==> config.mk <==
export PLATFORM = sky130hd
export DESIGN_NAME = cska_pipe
export DESIGN_NICKNAME = d
export VERILOG_FILES = /design/src/rtl/cska_pipe.sv
export SDC_FILE = /design/constraint.sdc
export NUM_CORES = 1
export LEC_CHECK = 0
export ABC_AREA = 1
export CORE_MARGIN = 2
export CORE_UTILIZATION = 45
export DETAILED_ROUTE_END_ITERATION = 6
export PLACE_DENSITY_LB_ADDON = 0.3
export SLEW_MARGIN = 20
export SYNTH_ARGS = -nofsm -noshare
export SYNTH_HDL_FRONTEND = slang
export SYNTH_SLANG_ARGS = --single-unit
export TNS_END_PERCENT = 100
==> constraint.sdc <==
create_clock -name clk -period 3.7 [get_ports clk]
set_clock_uncertainty 0.15 [all_clocks]
set_input_delay 0.74 -clock clk [delete_from_list [all_inputs] [get_ports clk]]
set_output_delay 0.74 -clock clk [all_outputs]
set_load 0.005 [all_outputs]
==> src/rtl/cska_pipe.sv <==
// Pipelined carry-skip adder/subtractor with valid/ready flow control.
// Each stage resolves BLK_PER_STAGE skip blocks from the carry registered by the previous stage.
module cska_pipe #(
  parameter int unsigned WIDTH         = 16,
  parameter int unsigned BLOCK         = 4,
  parameter int unsigned BLK_PER_STAGE = 1
) (
  input  logic             clk,
  input  logic             rst,
  input  logic             in_valid,
  output logic             in_ready,
  input  logic [WIDTH-1:0] a,
  input  logic [WIDTH-1:0] b,
  input  logic             cin,
  input  logic             sub,
  output logic             out_valid,
  input  logic             out_ready,
  output logic [WIDTH-1:0] sum,
  output logic             cout,
  output logic             ovf
);

  localparam int unsigned SLICE  = BLOCK * BLK_PER_STAGE;
  localparam int unsigned STAGES = WIDTH / SLICE;

  if (WIDTH % BLOCK != 0) begin : g_bad_block
    $error("cska_pipe: WIDTH must be a multiple of BLOCK");
  end
  if (WIDTH % SLICE != 0) begin : g_bad_stage
    $error("cska_pipe: WIDTH must be a multiple of BLOCK*BLK_PER_STAGE");
  end

  logic [STAGES-1:0]            v_q, v_d, c_q, c_d, cm_q, cm_d;
  logic [STAGES-1:0][WIDTH-1:0] a_q, a_d, b_q, b_d, sum_q, sum_d;

  // Per-stage inputs: stage 0 sees conditioned operands, later stages see the previous rank.
  logic [STAGES-1:0]            st_v, st_c;
  logic [STAGES-1:0][WIDTH-1:0] st_a, st_b, st_sum;

  logic en;
  logic unused_ops;

  assign en       = !v_q[STAGES-1] || out_ready;
  assign in_ready = en;

  // Operands are zeroed for bubbles so nothing unknown enters an invalid slot.
  always_comb begin
    st_v   = '0;
    st_c   = '0;
    st_a   = '0;
    st_b   = '0;
    st_sum = '0;
    st_v[0] = in_valid;
    if (in_valid) begin
      st_a[0] = a;
      st_b[0] = sub ? ~b : b;
      st_c[0] = cin ^ sub;
    end
    for (int unsigned s = 1; s < STAGES; s++) begin
      st_v[s]   = v_q[s-1];
      st_c[s]   = c_q[s-1];
      st_a[s]   = a_q[s-1];
      st_b[s]   = b_q[s-1];
      st_sum[s] = sum_q[s-1];
    end
  end

  always_comb begin
    logic             c, bc, p, x, cm;
    logic [WIDTH-1:0] sm;
    int unsigned      idx;
    v_d   = st_v;
    a_d   = st_a;
    b_d   = st_b;
    c_d   = '0;
    cm_d  = '0;
    sum_d = '0;
    c     = 1'b0;
    bc    = 1'b0;
    p     = 1'b0;
    x     = 1'b0;
    cm    = 1'b0;
    sm    = '0;
    idx   = 0;
    for (int unsigned s = 0; s < STAGES; s++) begin
      c  = st_c[s];
      sm = st_sum[s];
      cm = 1'b0;
      for (int unsigned k = 0; k < BLK_PER_STAGE; k++) begin
        bc = c;
        p  = 1'b1;
        for (int unsigned i = 0; i < BLOCK; i++) begin
          idx     = (s * BLK_PER_STAGE + k) * BLOCK + i;
          x       = st_a[s][idx] ^ st_b[s][idx];
          sm[idx] = x ^ bc;
          if (idx == WIDTH - 1) cm = bc;
          bc      = (st_a[s][idx] & st_b[s][idx]) | (x & bc);
          p       = p & x;
        end
        // Fully propagating block forwards its carry-in past the ripple chain.
        c = p ? c : bc;
      end
      c_d[s]   = c;
      cm_d[s]  = cm;
      sum_d[s] = sm;
    end
  end

  always_ff @(posedge clk or posedge rst) begin
    if (rst) begin
      v_q   <= '0;
      c_q   <= '0;
      cm_q  <= '0;
      a_q   <= '0;
      b_q   <= '0;
      sum_q <= '0;
    end else if (en) begin
      v_q   <= v_d;
      c_q   <= c_d;
      cm_q  <= cm_d;
      a_q   <= a_d;
      b_q   <= b_d;
      sum_q <= sum_d;
    end
  end

  // Consumed operand slices and early carry-into-MSB ranks are left for synthesis to prune.
  assign unused_ops = ^{a_q, b_q, cm_q};

  assign out_valid = v_q[STAGES-1];
  assign sum       = sum_q[STAGES-1];
  assign cout      = c_q[STAGES-1];
  assign ovf       = c_q[STAGES-1] ^ cm_q[STAGES-1];

endmodule

==> results list <==
- The flow ran to the end, and the final reports show no timing, DRC or antenna violations.
- Number of max-capacitance violations reported: 0
* CP Cell Sequence: clkdlybuf4s50_1 > nand2_1 > nand3_1 > inv_1 > fa_1 > fa_1 > fa_1 > inv_1 > fa_1 > o21ai_0
- The cell count after synthesis came out at 477.
- For this run, the slowest stage of the critical path takes 0.59 ns.
- Kind of cell adding the most delay to the critical path: adder cells
- In this run, post-CTS repair resized a total of 0 instances.
- Counting distinct cell types in the post-synthesis netlist gives 21.
- I/O pins: 58
- Kind of critical path: input port to flop
- Cells with a size suffix above 1 make up 6.92% of the layout.
- At the end of routability-driven placement, the weighted congestion stood at 0.833.
- The first routing iteration left 177 violations.
- Leading cell types in the layout, fill and taps excluded: nand2_1, dfrtp_1, o21ai_0, clkdlybuf4s50_1, inv_1
* Vias per Instance: 4.67
* Hold bufs inserted after CTS: 0
* Cells taking the most area after synthesis: dfrtp_1, nand2_1, fa_1
- Layout net count: 600
- Number of buffers inserted to repair setup after CTS: 0
* Die H: 105 um
- Of all nets on the critical path, the largest fanout is 6.
- The via count of the first global-routing pass was 3071.
- First-pass GRT wire length: 14300 um
- Total via count after detailed routing: 3121
- In the finished design, the share of the clock period the worst path needs comes to approximately nine tenths.
- The number of pins with negative max-slew slack in the final report was 0.
- In this run the static leakage power is around 2.6 nW.
* Number of antenna violations at the first check in global routing: 0
- Kind of start point of the critical path: input port
* GRT Overall Usage: 16.2%
- Dividing the detail-routed wire length by the instance count gives 12.2 um.
- Arrival time of the worst setup path: 3.39 ns
- Fraction of the yosys area taken by sequential cells: 53.4%
- CTS HTree Levels: 3
* DRC violation count after routing: 0
* Diodes inserted: 0
* Total number of yosys warnings: 0
* Share of Yosys cell area claimed by the top area cell type: approximately 53%
* Worst path bufs/invs: 3
* Count of placed standard cells in the final layout, fillers left out: approximately 670
- Total power divided by cell area: around 650 nW/um^2
- CTS tree: yes
* Core box area: 9770 um^2
- The worst hold path belongs to the class flop to flop.
- Before antenna repair, the detailed router went through 4 iterations.
- Most common cell after layout, fill and taps aside: nand2_1
* Total of fill cells in the finished design: 928
* Synth Net Count: 547
- STA puts the critical path data required time at 3.82 ns.
- The die is 105 um wide.
* Core Util, Final: around 56%
- After floorplanning, the core was divided into 36 placement rows.
- Setup violations remaining at the end of the flow were counted as 0.
- Detailed placement finished with a half-perimeter wire length of 5800 um.
- Counting every sink on the clock net gives between 90 and 100.
- CP endpoint kind: flop
* Min cycle time layout: approximately 3.3 ns
- Derived from the worst setup path, the maximum achievable clock frequency is ~310 MHz.
* Count of port buffers added during placement: between 50 and 60
- Antenna viol nets, final: 0
- After global routing the overflow that remains totals 0.
- Root buffer cell: clkbuf_8
* Cts bufs inserted: 9
- Die Area: 10900 um^2
- For this configuration, the core starts out at a cell density of 46.5%.
- Library cell occupying the most area in the post-synthesis netlist: dfrtp_1
* Clock edge transition at the registers on the reported setup and hold paths: roughly 0.09 ns
- At the pin with the least slew margin, the transition time is 0.637 ns.
* Routed wire length: 8130 um
- The worst pin sits at a relative slew slack of 57.6%.
* Pin count of the biggest net entering global routing: 53
- Setup total negative slack: 0 ns
- In this run the cell area of the synthesized design comes to 4550 um^2.
- Clock buffer depth: 2
- Unrepaired setup endpoints after global routing: no
- Final Hold Fails: 0
- Peak supply drop: approximately 0.26 mV
- In this run the mean area of a mapped cell was between 9 and 10 um^2.
- The clock reaches the later pin of the worst-skew pair after 0.35 ns.
- CP most frequent cell: fa_1
- Count of state elements after synthesis: 97
- Area growth from synthesis to layout: 19.4%
- Dpl cells: 652
- Worst path slowest cell: clkdlybuf4s50_1
## flip-flops by register name, indices dropped and copies added, names as in the netlist
| signal | count |
|---|---|
| v_q | 4 |
| cm_q | 1 |
| sum | 16 |
| st_sum | 24 |
| c_q | 4 |
| a_d | 24 |
| b_d | 24 |
## metal layers
metal  wire length [um]  track usage (%)
met4                130             5.69
met5                  0                0
met3                263             2.62
met2               3680             24.5
met1               4060             23.8
## through the flow
stage	setup slack (ns)	hold WS (ns)	cell area (um^2)	power, mW
3_5_place_dp	0.0523	0.296	5230	2.86
5_1_grt	0.296	0.350	5430	3.81
6_report	0.432	0.315	5430	3.51
3_3_place_gp	0.138	0.286	5230	2.79
2_1_floorplan	0.276	0.270	4550	2.39
4_1_cts	0.435	0.318	5430	3.56
## report_power, final
group | internal, mW | leakage, nW | total [mW] | switching, mW
registers | 1.45 | 1.24 | 1.66 | 0.212
logic | 0.526 | 1.30 | 1.15 | 0.629
clock network | 0.336 | 0.100 | 0.697 | 0.361
## cells by family after synthesis
logic type	count (synthesis)	share of synthesized area, %
buffers and inverters	77	7.54
AO/OA/AOI/OAI	73	9.32
adder cells (fa/ha/maj)	32	11.4
AND/OR/NAND/NOR	185	15.8
flip-flops	97	53.4
XOR/XNOR	13	2.50
## final timing paths
path                       startpoint         end  slack (ns)  depth (start not counted)
setup / recovery                  sub  st_sum[19]        0.43                         10
hold / removal                 v_q[2]      v_q[3]        0.31                          2
setup reg to reg               c_q[0]  st_sum[39]        1.25                          8
hold reg to reg                v_q[2]      v_q[3]        0.31                          2
max in group asynchronous         rst     a_d[45]        2.04                          3
min in group asynchronous         rst      sum[1]        0.68                          2
## Yosys cell counts, drive strengths merged
| library cell | instances |
|---|---|
| o21ai | 63 |
| ha | 16 |
| a21oi | 3 |
| nor2 | 6 |
| inv | 53 |
| o21bai | 1 |
| dfrtp | 97 |
| clkbuf | 1 |
| buf | 23 |
| xor2 | 1 |
| o22ai | 6 |
| nand2 | 162 |
| fa | 16 |
| nand3 | 17 |
| xnor2 | 12 |
## layout make-up
| class | instances | area (um^2) | share of cell area, % |
|---|---|---|---|
| Inverter | 53 | 201 | 3.71 |
| Sequential cell | 97 | 2430 | 44.7 |
| Clock inverter | 5 | 63.8 | 1.18 |
| Timing Repair Buffer | 66 | 651 | 12.0 |
| Clock buffer | 11 | 141 | 2.60 |
| Multi-Input combinational cell | 303 | 1780 | 32.8 |
| Tap cell | 133 | 166 | 3.06 |
## tightest hold or removal path, delay by kind of cell (launching register included)
family | cells | cell delay (ns)
AND/OR/NAND/NOR | 1 | 0.06
flip-flops | 1 | 0.33
buffers and inverters | 1 | 0.05
Power figures use the tool's default switching activity.
